`config.mk`:
```
export PLATFORM = sky130hd
export DESIGN_NAME = if_stage
export DESIGN_NICKNAME = d
export VERILOG_FILES = /design/src/rtl/if_stage.sv
export SDC_FILE = /design/constraint.sdc
export NUM_CORES = 1
export LEC_CHECK = 0
export ABC_AREA = 1
export CORE_ASPECT_RATIO = 0.8
export CORE_MARGIN = 2
export CORE_UTILIZATION = 45
export DETAILED_ROUTE_END_ITERATION = 8
export DONT_BUFFER_PORTS = 1
export GPL_ROUTABILITY_DRIVEN = 0
export PLACE_DENSITY = 0.66
export SLEW_MARGIN = 20
export SYNTH_ARGS = -nofsm -noshare
export SYNTH_HDL_FRONTEND = slang
export SYNTH_SLANG_ARGS = --single-unit
```
`constraint.sdc`:
```
create_clock -name clk -period 5.4 [get_ports clk]
set_input_delay 1.08 -clock clk [delete_from_list [all_inputs] [get_ports clk]]
set_output_delay 1.08 -clock clk [all_outputs]
set_load 0.01 [all_outputs]
```
`src/rtl/if_stage.sv`:
```
`default_nettype none
// ============================================================================
// Module   : if_stage
// Brief    : MIPS instruction-fetch stage with PC, IF/ID register, stall,
//            redirect and sticky end-of-memory halt.
// Revision : 1.0
// ============================================================================
module if_stage #(
    parameter logic [31:0] RESET_PC   = 32'h0000_0000,
    parameter int unsigned IMEM_WORDS = 32,
    parameter logic [31:0] NOP        = 32'h0000_0000
) (
    input  logic        clk,
    input  logic        reset,
    input  logic        stall,
    input  logic        redirect,
    input  logic [31:0] redirect_pc,
    output logic [31:0] imem_addr,
    input  logic [31:0] imem_instr,
    output logic [31:0] ifid_instr,
    output logic [31:0] ifid_pc4,
    output logic        ifid_valid,
    output logic        fetch_halt
);

    // Limit held in 33 bits so a 2^30-word memory spans the full address space.
    localparam logic [32:0] c_imem_limit = 33'(IMEM_WORDS) << 2;

    logic [31:0] r_pc;
    logic [31:0] r_ifid_instr;
    logic [31:0] r_ifid_pc4;
    logic        r_ifid_valid;
    logic        r_halt;

    logic [31:0] w_pc_plus4;
    logic [31:0] w_redirect_tgt;
    logic        w_in_range;

    assign w_pc_plus4     = r_pc + 32'd4;
    assign w_redirect_tgt = redirect_pc & ~32'h0000_0003;
    assign w_in_range     = ({1'b0, r_pc} < c_imem_limit);

    always_ff @(posedge clk or posedge reset) begin
        if (reset) begin
            r_pc         <= RESET_PC;
            r_ifid_instr <= NOP;
            r_ifid_pc4   <= 32'h0;
            r_ifid_valid <= 1'b0;
            r_halt       <= 1'b0;
        end else if (redirect) begin
            r_pc         <= w_redirect_tgt;
            r_ifid_instr <= NOP;
            r_ifid_pc4   <= 32'h0;
            r_ifid_valid <= 1'b0;
            r_halt       <= 1'b0;
        end else if (r_halt) begin
            r_ifid_instr <= NOP;
            r_ifid_pc4   <= 32'h0;
            r_ifid_valid <= 1'b0;
        end else if (stall) begin
            r_pc <= r_pc;
        end else if (w_in_range) begin
            r_pc         <= w_pc_plus4;
            r_ifid_instr <= imem_instr;
            r_ifid_pc4   <= w_pc_plus4;
            r_ifid_valid <= 1'b1;
        end else begin
            // Ran past the end of memory: park the PC and stop fetching.
            r_ifid_instr <= NOP;
            r_ifid_pc4   <= 32'h0;
            r_ifid_valid <= 1'b0;
            r_halt       <= 1'b1;
        end
    end

    assign imem_addr  = r_pc;
    assign ifid_instr = r_ifid_instr;
    assign ifid_pc4   = r_ifid_pc4;
    assign ifid_valid = r_ifid_valid;
    assign fetch_halt = r_halt;

endmodule
`default_nettype wire

```
==> results of run 1 <==
[routing by layer]
layer  wire, µm  GRT usage  vias up
met1       3740      0.235     1429
met5          0          0        -
met4        117     0.0679        0
met2       4270      0.308      140
li1           -          -     1398
met3       1060     0.0781       11
[critical path, cell delays in order]
cell,delay [ps]
inv_1,20
buf_4,260
nor2_1,210
nand2_2,310
inv_2,600
nand2_1,130
nand2_1,100
[state kept, by name, summed over array words and instances, names as in the netlist]
name / flops
fetch_halt: 1
imem_addr: 30
ifid_pc4: 31
ifid_valid: 1
ifid_instr: 32
[final timing paths]
check / to / cells after the start
max: ifid_instr[11] / 7
max reg2reg: imem_addr[4] / 9
min in group asynchronous: ifid_pc4[15] / 1
max in group asynchronous: imem_addr[23] / 2
min: ifid_pc4[13] / 2
min reg2reg: ifid_pc4[13] / 2
[cell usage after synthesis]
cell and instances:
nor2_2 1, inv_1 39, buf_2 13, inv_2 3, conb_1 1, nand3_1 35, o21ai_0 2, buf_4 5
clkbuf_1 6, xnor2_1 2, ha_1 1, dfrtp_1 95, buf_6 5, nand2_1 162, nor2_1 38, nand4_1 38
nand2_2 1, clkinv_1 2, nand3_2 2, xor2_1 2, nor3_1 2, buf_1 3
[metrics by stage]
step	hold slack (ps)	setup WS, ps	total power (µW)
after floorplan	515	1840	856
after global placement	533	2630	874
after detailed placement	538	2570	878
after CTS	557	2950	1360
after global routing	576	2760	1410
final	554	2930	1340
[cell type report]
| cell class | count | area, µm² | area share |
|---|---|---|---|
| repair buffers | 4 | 30.0 | 0.00717 |
| clock buffers | 10 | 138 | 0.0329 |
| clock inverters | 5 | 65.1 | 0.0155 |
| well taps | 112 | 140 | 0.0335 |
| multi-input cells | 288 | 1270 | 0.303 |
| inverters | 44 | 168 | 0.0400 |
| flip-flops and latches | 95 | 2380 | 0.568 |
[cell families (layout without fill, tap and decap cells)]
family          after synthesis  in the layout  synth area share
other cells                   1              2          0.000937
simple gates                279            279             0.301
compound gates                2              2           0.00250
flops                        95             95             0.594
xor+xnor                      4              4           0.00875
buf+inv                      76             63            0.0894
fa+ha+maj                     1              1           0.00313
[power by group through the flow]
stage | clock network [µW] | registers (µW) | logic [µW]
after global routing | 530 | 777 | 105
after global placement | 0 | 786 | 87.6
final | 479 | 773 | 89.0
after CTS | 497 | 774 | 91.0
after detailed placement | 0 | 788 | 90.5
after floorplan | 0 | 777 | 79.1
==> impl_metrics.env, run 1 <==
export IMPL_finalInstanceArea_um2=4190
export IMPL_num_vias=2978
export IMPL_synth_warnings=0
export IMPL_clock_skew_final_ps=12.4
export IMPL_r2r_start="imem_addr[14]"
export IMPL_post_route_util=0.489
export IMPL_setup_viol=0
export IMPL_yosys_area_top_type="dfrtp_1"
export IMPL_critPathLaunch="stall"
export IMPL_post_cts_setup_buffer_count=0
export IMPL_grt_overflow=0
export IMPL_yosys_area_top_type_share=0.594
export IMPL_grt_setup_unrepaired="false"
export IMPL_wl_per_cell_um=16.5
export IMPL_postCtsResizedCells=0
export IMPL_drv_slew=0
export IMPL_ys_types=22
export IMPL_dp_hpwl_mm=6.08
export IMPL_rows=30
export IMPL_grt_max_degree=75
export IMPL_cts_buffers=9
export IMPL_synth_cells=458
export IMPL_antenna_found_initial=0
export IMPL_switching_power_uw=353
export IMPL_ant_nets=0
export IMPL_cts_hold_buffers=0
export IMPL_layout_commonest_cell="nand2_1"
export IMPL_num_nets_final=511
export IMPL_final_cell_mix="162 x nand2_1, 95 x dfrtp_1, 38 x nor2_1, 38 x inv_1, 38 x nand4_1"
export IMPL_grt_pass1_vias=2863
export IMPL_cellInternalPower_uw=988
export IMPL_drt_iter0_drc=183
export IMPL_synth_area_um2=4000
export IMPL_period_minus_slack_ps=2470
export IMPL_ys_top_cells_by_area="dfrtp_1 59%, nand2_1 15%, nand4_1 5.9%, nand3_1 4.4%, inv_1 3.7%"
export IMPL_viasPerCell=5.34
export IMPL_fill_cells=817
export IMPL_drtPass1Iterations=4
export IMPL_fmax_mhz=404
export IMPL_fin_cells=558
export IMPL_grt_usage=0.191
export IMPL_cp_arrival_ps=2760
export IMPL_post_route_period_util=0.458
export IMPL_ir_worst_vdd_v=0.000113
export IMPL_crit_type="input pin to register"
export IMPL_hp_start="ifid_pc4[13]"
export IMPL_combPwrFrac=0.066
export IMPL_die_y_um=88.4
export IMPL_post_place_cells=543
export IMPL_clk_path_buf_depth=2
export IMPL_pwr_share_seq=0.577
export IMPL_ys_seq_area_frac=0.594
export IMPL_portBuffers=0
export IMPL_cts_root_buffer="clkbuf_8"
export IMPL_clk_pin_slew_ps=100
export IMPL_ios=166
export IMPL_cts_num_sinks=95
export IMPL_status="finished clean"
export IMPL_endpoint_kind="register"
export IMPL_initial_utilization=0.468
export IMPL_placed_area_um2=3990
export IMPL_power_density_nw_per_um2=320
export IMPL_drc=0
export IMPL_grt_first_pass_wirelength_mm=14.3
export IMPL_p_leak_uw=0.00220
export IMPL_cts_tree="done"
export IMPL_clk_latency_ps=350
export IMPL_startpoint_type="input pin"
export IMPL_relSlewSlack=0.490
export IMPL_wirelength_mm=9.18
export IMPL_drive_gt1_frac=0.0605
export IMPL_dieArea_um2=9670
export IMPL_ctsHtreeMaxLevel=3
export IMPL_syn_to_final_growth_pct=4.66
export IMPL_hold_viol=0
export IMPL_diodes=0
export IMPL_pwr_share_clk=0.357
export IMPL_tightest_slew_ps=766
export IMPL_fin_setup_tns_ps=0
export IMPL_ys_ff_latch=95
export IMPL_hp_class="register to register"
export IMPL_r2r_slack_ps=3230
export IMPL_core_area_um2=8560
export IMPL_maxCapViolCount=0
export IMPL_cp_required_ps=5680
export IMPL_crit_fanout=40
export IMPL_switching_share=0.263
export IMPL_syn_area_per_cell_um2=8.74
export IMPL_dieWidth_um=109
Power figures use the tool's default switching activity.
==> run 2, diff against run 1 <==
==> constraint.sdc (replaced) <==
create_clock -name clk -period 2.3 [get_ports clk]
set_input_delay 0.46 -clock clk [delete_from_list [all_inputs] [get_ports clk]]
set_output_delay 0.46 -clock clk [all_outputs]
set_load 0.01 [all_outputs]
==> run 2 against run 1 <==
Compared with the run above:
- final cell count grew 0.72%
- via count shrank 2.6%
- critical path depth grew 2
- design area grew 0.90%
- routed wire length shrank 0.13%
- first-iteration DRC count shrank 19%
- power grew 130%
- register-to-register slack lost 2800 ps
- worst hold slack lost 470 ps
- core utilization grew 0.44 points
==> impl_metrics.env, run 2 (synthesized netlist as in run 1, its figures left out) <==
export IMPL_r2r_end="imem_addr[10]"
export IMPL_tightest_slew_ps=747
export IMPL_ir_worst_vdd_v=0.000531
export IMPL_r2r_start="imem_addr[14]"
export IMPL_clk_path_buf_depth=2
export IMPL_grt_usage=0.190
export IMPL_cellInternalPower_uw=2310
export IMPL_initial_utilization=0.468
export IMPL_switching_power_uw=809
export IMPL_r2r_slack_ps=400
export IMPL_post_route_period_util=0.827
export IMPL_grt_max_degree=47
export IMPL_syn_to_final_growth_pct=5.60
export IMPL_diodes=0
export IMPL_wl_per_cell_um=16.3
export IMPL_cts_num_sinks=95
export IMPL_clk_latency_ps=360
export IMPL_post_cts_setup_buffer_count=0
export IMPL_num_vias=2902
export IMPL_pwr_share_clk=0.349
export IMPL_cts_tree="done"
export IMPL_endpoint_kind="register"
export IMPL_ctsHtreeMaxLevel=3
export IMPL_seqCellArea_um2=2380
export IMPL_core_area_um2=8560
export IMPL_rows=30
export IMPL_dp_hpwl_mm=6.24
export IMPL_status="finished clean"
export IMPL_hold_viol=0
export IMPL_postCtsResizedCells=0
export IMPL_reg2regPathDepth=9
export IMPL_pwr_share_seq=0.581
export IMPL_drt_iter0_drc=148
export IMPL_dp_slack_ps=396
export IMPL_cts_root_buffer="clkbuf_8"
export IMPL_crit_type="register to register"
export IMPL_drv_slew=0
export IMPL_startpoint_type="register"
export IMPL_wirelength_mm=9.17
export IMPL_relSlewSlack=0.501
export IMPL_cp_required_ps=2550
export IMPL_largest_register_ffs=32
export IMPL_final_setup_worst_slack_ps=398
export IMPL_multiInputGateArea_um2=1270
export IMPL_clk_pin_slew_ps=90
export IMPL_switching_share=0.259
export IMPL_power_density_nw_per_um2=739
export IMPL_dieArea_um2=9670
export IMPL_p_leak_uw=0.00221
export IMPL_drive_gt1_frac=0.0689
export IMPL_fmax_mhz=526
export IMPL_hp_class="input pin to async pin"
export IMPL_clock_skew_final_ps=7.68
export IMPL_grt_overflow=0
export IMPL_grt_setup_unrepaired="false"
export IMPL_layout_commonest_cell="nand2_1"
export IMPL_grt_first_pass_wirelength_mm=13.9
export IMPL_ant_nets=0
export IMPL_portBuffers=0
export IMPL_die_y_um=88.4
export IMPL_ios=166
export IMPL_maxCapViolCount=0
export IMPL_combPwrFrac=0.069
export IMPL_viasPerCell=5.16
export IMPL_grt_pass1_vias=2844
export IMPL_cts_buffers=9
export IMPL_finalInstanceArea_um2=4230
export IMPL_cp_arrival_ps=2150
export IMPL_cts_hold_buffers=0
export IMPL_num_nets_final=515
export IMPL_antenna_found_initial=0
export IMPL_drc=0
export IMPL_period_minus_slack_ps=1900
export IMPL_setup_viol=0
export IMPL_dieWidth_um=109
export IMPL_final_cell_mix="162 x nand2_1, 95 x dfrtp_1, 38 x nor2_1, 38 x inv_1, 38 x nand4_1"
export IMPL_fill_cells=827
export IMPL_crit_fanout=19
export IMPL_drtPass1Iterations=6
export IMPL_placed_area_um2=4030
export IMPL_fin_setup_tns_ps=0
run 2: changes by cell type in the layout (fill, tap and decap cells not counted), sizes merged:
cell / before / now
buf: 4 / 8
clkinvlp: 0 / 3
inv: 44 / 41
run 2: cell type report:
class	instances	area share
Tap cell	112	0.0332
Clock buffer	10	0.0326
Clock inverter	5	0.0139
Multi-Input combinational cell	288	0.301
Timing Repair Buffer	8	0.0172
Sequential cell	95	0.562
Inverter	44	0.0400
run 2: per-stage QoR:
stage,utilization,hold WS [ps],instances,power (µW)
after floorplan,-,515,459,2010
after global placement,0.471,479,547,2060
after detailed placement,0.471,495,547,2070
after CTS,0.494,93.8,562,3160
after global routing,0.494,118,562,3290
final,0.494,83.7,562,3120
run 2: layer usage:
layer | track usage | up-vias | wire, µm
li1 | - | 1404 | -
met3 | 0.0950 | 11 | 1060
met5 | 0 | - | 0
met2 | 0.316 | 131 | 4270
met4 | 0.0575 | 0 | 99
met1 | 0.217 | 1356 | 3740
run 2: worst max path at each step:
stage                     to          start  slack (ps)  cells after the start
6_report       imem_addr[10]  imem_addr[14]         400                      9
5_1_grt        imem_addr[14]  imem_addr[14]         220                      9
4_1_cts        imem_addr[10]  imem_addr[14]         380                      9
3_5_place_dp   imem_addr[10]  imem_addr[14]         400                      9
3_3_place_gp   imem_addr[29]  imem_addr[14]         460                      9
2_1_floorplan     fetch_halt          reset         720                      1
run 2: worst max-delay path, cell delays in order (launching register included):
cell     delay (ps)
dfrtp_1         460
inv_1            90
nand2_1          50
nor2_1          160
nand2_1          80
nor2_1          120
nand3_2         360
buf_4           340
nand3_1          80
nand2_1          60
run 2: power groups by stage:
stage	registers [µW]	logic, µW	clock network, µW
after floorplan	1820	186	0
after global placement	1850	212	0
after detailed placement	1850	220	0
after CTS	1820	220	1130
after global routing	1830	255	1210
final	1820	216	1090
==> RTL change 1 (config.mk and constraints of run 1) <==
Change the parameter `IMEM_WORDS` from 32 to 31.
--- a/src/rtl/if_stage.sv
+++ b/src/rtl/if_stage.sv
@@ -8,5 +8,5 @@
 module if_stage #(
     parameter logic [31:0] RESET_PC   = 32'h0000_0000,
-    parameter int unsigned IMEM_WORDS = 32,
+    parameter int unsigned IMEM_WORDS = 31,
     parameter logic [31:0] NOP        = 32'h0000_0000
 ) (
Behaviour: not the same (Yosys sat finds a counterexample within 4 cycles, from zero or initial values and one cycle with reset high).
==> RTL change 1 against run 1 <==
  * Synthesized cell count increased by 2.4%
  * Clock power increased by 8.1%
  * Setup slack improved by 0.019 ns
  * Sequential share of layout area decreased by 0.77 points
  * Wire length increased by 0.38%
  * Largest power group unchanged
  * Sequential cell count unchanged
  * Global-route usage increased by 0.22 points
  * Sequential power about the same
  * Area after synthesis increased by 0.53%
  * Total power increased by 3.1%
  * Worst hold slack got worse by 0.015 ns
  * Cell area increased by 1.4%
  * Clock skew decreased by 0.0040 ns
  * Critical path type unchanged
==> RTL change 1: results (changes against run 1) <==
[status]
status=complete, no violations

[synth]
synth_warnings=0  ; unchanged
yosys-top-cells-area=dfrtp_1 (59%), nand2_1 (16%), nand4_1 (5.9%), inv_1 (4.2%), nand3_1 (4.1%)
netlist_top_cells_count=nand2_1 (167), dfrtp_1 (95), inv_1 (45)
seq_area_frac_synth=0.591  ; -0.00314
ys_async_sr_fraction=1.00  ; unchanged
synth.distinct_cells=22  ; unchanged

[setup_path]
crit_path_top_delay_cell=nand2_2
cp_data_arrival_time_ns=2.68  ; -0.08 ns
worstPathMaxFanout=40  ; unchanged
cp_slowest_stage_delay_ns=0.40  ; -0.20 ns

[detailed_routing]
drtIter0Drc=169  ; -7.7%
postRouteAntennaNets=0  ; unchanged
drtPass1Iterations=5  ; +1
wirelength_um=9220  ; +0.38%
vias=2979  ; +0.034%

[placed_design]
pre_cts_ws_ns=2.52  ; -0.0483 ns
dpl_cell_area_sq_um=4030  ; +1.0%
port_buffers=0  ; unchanged
dp_hpwl_um=6100  ; +0.23%

[clock_tree]
clk_pin_slew_ns=0.09
cts.path.max_buffers=2  ; unchanged
post-cts-setup-buffers=0  ; unchanged
root_buffer=clkbuf_8
cts_made_buffers=9  ; unchanged
clock_latency_ns=0.36
cts_htree_levels=3  ; unchanged
ctsResizeCount=0  ; unchanged

[global_route]
first_global_vias=2824  ; -1.4%
grt_use_total=0.194  ; +0.00217
grt_max_degree=74  ; -1.3%
grt_pass1_wl_um=14200  ; -0.48%
antenna_found_initial=0  ; unchanged

[min_path]
hp-class=input pin to asynchronous set/reset pin

[power_and_ir_drop]
peakVddDrop_uv=142  ; +25%
p_sw_frac=0.260  ; -0.00271
power.leakage_nw=2.23  ; +0.96%

[cells_and_area]
largest_reg_flops=32  ; unchanged
num_antenna_cells=0  ; unchanged
n_fill_cell=842  ; +3.1%
drive_above_1_share=0.0635  ; +0.00292
layout.nets=521  ; +2.0%
stdcell_area_sq_um=4250  ; +1.4%

[timing]
fin_skew_ns=0.00846  ; -0.00396 ns
tightest_slew_ns=0.875  ; +0.110 ns

RTL change 1: cell types whose count changed in the layout (fill, tap and decap cells not counted), sizes merged, moves of 2 or more:
cell / run 1 / this run
inv: 44 / 49
nand2: 163 / 168
nor2: 39 / 43
clkinv: 4 / 1
clkinvlp: 0 / 2
nand3: 37 / 35
xnor2: 2 / 0
RTL change 1: cell type report:
type                    count  area share
repair buffers              3     0.00530
clock inverters             6      0.0218
inverters                  48      0.0430
well taps                 112      0.0330
clock buffers              10      0.0301
flip-flops and latches     95       0.560
multi-input cells         295       0.307
RTL change 1: per-layer routing:
layer	global-route usage	vias to the layer above	wire length (um)
met5	0	-	0
met4	0.0587	0	103
met3	0.0876	11	1080
met2	0.313	139	4190
met1	0.235	1403	3840
li1	-	1426	-
RTL change 1: cell families (layout without fill, tap and decap cells):
group	Yosys count	after routing	synth area share
xor gates and xnor gates	3	3	0.00653
DFF	95	95	0.591
AOI/OAI and AO/OA	4	4	0.00560
other	1	2	0.000932
buffers and inverters	80	67	0.0861
adders and majority gates	1	1	0.00311
and+or+nand+nor	285	285	0.307
RTL change 1: power groups by stage:
stage	logic (W)	clock network [W]	registers [W]
final	0.0000930	0.000518	0.000772
after global routing	0.000110	0.000563	0.000776
after CTS	0.0000955	0.000533	0.000772
after detailed placement	0.0000952	0	0.000786
after global placement	0.0000918	0	0.000785
after floorplan	0.0000814	0	0.000777
RTL change 1: final timing paths:
kind	startpoint	to	slack (ns)	depth (start not counted)
worst max-delay path	stall	ifid_valid	2.94	7
worst min-delay path	reset	ifid_pc4[13]	0.54	1
worst max register to register	imem_addr[2]	imem_addr[4]	3.01	10
worst min register to register	ifid_instr[2]	ifid_instr[2]	0.56	2
max in group asynchronous	reset	ifid_pc4[6]	3.69	2
min in group clk	ifid_instr[2]	ifid_instr[2]	0.56	2
RTL change 1: stage by stage:
stage,cells,hold WS [ns]
after global placement,553,0.531
after floorplan,470,0.515
after CTS,569,0.534
final,569,0.539
after global routing,569,0.532
after detailed placement,553,0.538
RTL change 1: worst max-delay path, delay by kind of cell:
kind | cells | cell delay (ns)
buffers and inverters | 3 | 0.81
AND/OR/NAND/NOR | 3 | 0.66
AO/OA/AOI/OAI | 1 | 0.08
==> RTL change 2 (settings of run 1) <==
Without the edit above. Reset style: synchronous (`reset`), changed in one clocked block.
--- a/src/rtl/if_stage.sv
+++ b/src/rtl/if_stage.sv
@@ -41,5 +41,5 @@
     assign w_in_range     = ({1'b0, r_pc} < c_imem_limit);
 
-    always_ff @(posedge clk or posedge reset) begin
+    always_ff @(posedge clk) begin
         if (reset) begin
             r_pc         <= RESET_PC;
Check against the original RTL: differs if reset is asserted again (counterexample within 4 cycles, from zero or initial values and one cycle with reset high); with reset held inactive, the same outputs for 4 cycles.
==> RTL change 2 against run 1 <==
  * Total power is 8.5% lower
  * Sequential cell count is 1 lower
  * Setup slack better by 0.50 ns
  * Area after synthesis is 5.9% lower
  * Via count is 1.9% lower
  * Cell area is 6.7% lower
  * Cell count is 1.8% higher
  * Wire length is 7.3% lower
  * Largest power group unchanged
==> RTL change 2: results (changes against run 1) <==
[global_route]
grt_pass1_wl_um=13600  ; -4.8%
grt_use_total=0.186  ; -0.00555
grt_max_degree=66  ; -12%
first_global_vias=2802  ; -2.1%

[synth]
synth_xor_xnor_area_share=0.00232  ; -0.00643
yosys-top-cells-area=dfxtp_1 (50%), nand2_1 (13%), a21oi_2 (7.0%), a21oi_1 (5.3%), nand2_2 (5.3%)
yosys.area_share.adder=0.00332  ; +0.000195
seq_area_frac_synth=0.500  ; -0.0944
ys_async_sr_fraction=0  ; -1.00
synth.distinct_cells=26  ; +18%
netlist_top_cells_count=nand2_1 (128), dfxtp_1 (94), nor2_1 (42)
synth_compound_area_frac=0.128  ; +0.125

[detailed_routing]
drtPass1Iterations=7  ; +3
vias=2921  ; -1.9%
wirelength_um=8510  ; -7.3%
drtIter0Drc=152  ; -17%

[timing]
fin_hold_ws_ns=0.493  ; -0.0607 ns
maxSlewHeadroom=0.457  ; -0.0328
fin_skew_ns=0.00445  ; -0.00797 ns

[placed_design]
pre_cts_ws_ns=2.87  ; +0.299 ns
dp_hpwl_um=5720  ; -5.9%
dpl_cell_area_sq_um=3720  ; -6.6%

[cells_and_area]
largest_reg_flops=32  ; unchanged
n_fill_cell=792  ; -3.1%
fin_util=0.487  ; -0.00203
layout.nets=524  ; +2.5%
drive_above_1_share=0.185  ; +0.124

[setup_path]
r2r-start=imem_addr[13]
r2r_cells=8  ; -1
r2r_setup_slack_ns=3.54  ; +0.31 ns
worstPathMaxFanout=7  ; -83%
reg2reg_to=imem_addr[26]

[power_and_ir_drop]
peakVddDrop_uv=151  ; +33%
power.leakage_nw=1.32  ; -40%

[clock_tree]
cts_made_buffers=9  ; unchanged

[min_path]
min-delay-start=ifid_pc4[24]
min_to=ifid_pc4[24]

[status]
status=complete, no violations

RTL change 2: how the worst max path moves through the flow:
stage          cells after the start  slack (ns)          start              to
6_report                           0        3.43   imem_addr[5]    imem_addr[5]
2_1_floorplan                      5        3.44       redirect  ifid_instr[10]
5_1_grt                            8        3.30  imem_addr[28]    imem_addr[6]
3_3_place_gp                       4        2.88          stall    imem_addr[8]
4_1_cts                            8        3.12  imem_addr[13]   imem_addr[31]
3_5_place_dp                       4        2.87          stall   imem_addr[31]
RTL change 2: layout make-up:
type | instances | area share
clock buffers | 9 | 0.0317
well taps | 108 | 0.0346
clock inverters | 7 | 0.0144
flip-flops and latches | 94 | 0.481
inverters | 19 | 0.0195
repair buffers | 1 | 0.00192
multi-input cells | 330 | 0.416
RTL change 2: logic make-up after synthesis:
family | Yosys count
simple gates | 251
other cells | 1
flops | 94
fa+ha+maj | 1
buf+inv | 52
compound gates | 73
xor+xnor | 1
RTL change 2: routing by layer:
layer  wire [um]  global-route usage
met1        3700               0.235
met4          58              0.0502
met5           0                   0
met3         909              0.0843
met2        3850               0.289
RTL change 2: where the power goes:
| part | internal (W) | leakage (nW) | switching (W) |
|---|---|---|---|
| Combinational | 0.0000217 | 0.466 | 0.0000436 |
| Clock | 0.000175 | 0.0963 | 0.000260 |
| Sequential | 0.000706 | 0.762 | 0.0000203 |
| Total | 0.000902 | 1.32 | 0.000324 |
RTL change 2: per-stage QoR:
step	power, W	cells
CTS	0.00125	568
global route	0.00128	568
floorplan	0.000809	476
global placement	0.000806	552
finish	0.00123	568
detailed placement	0.000808	552
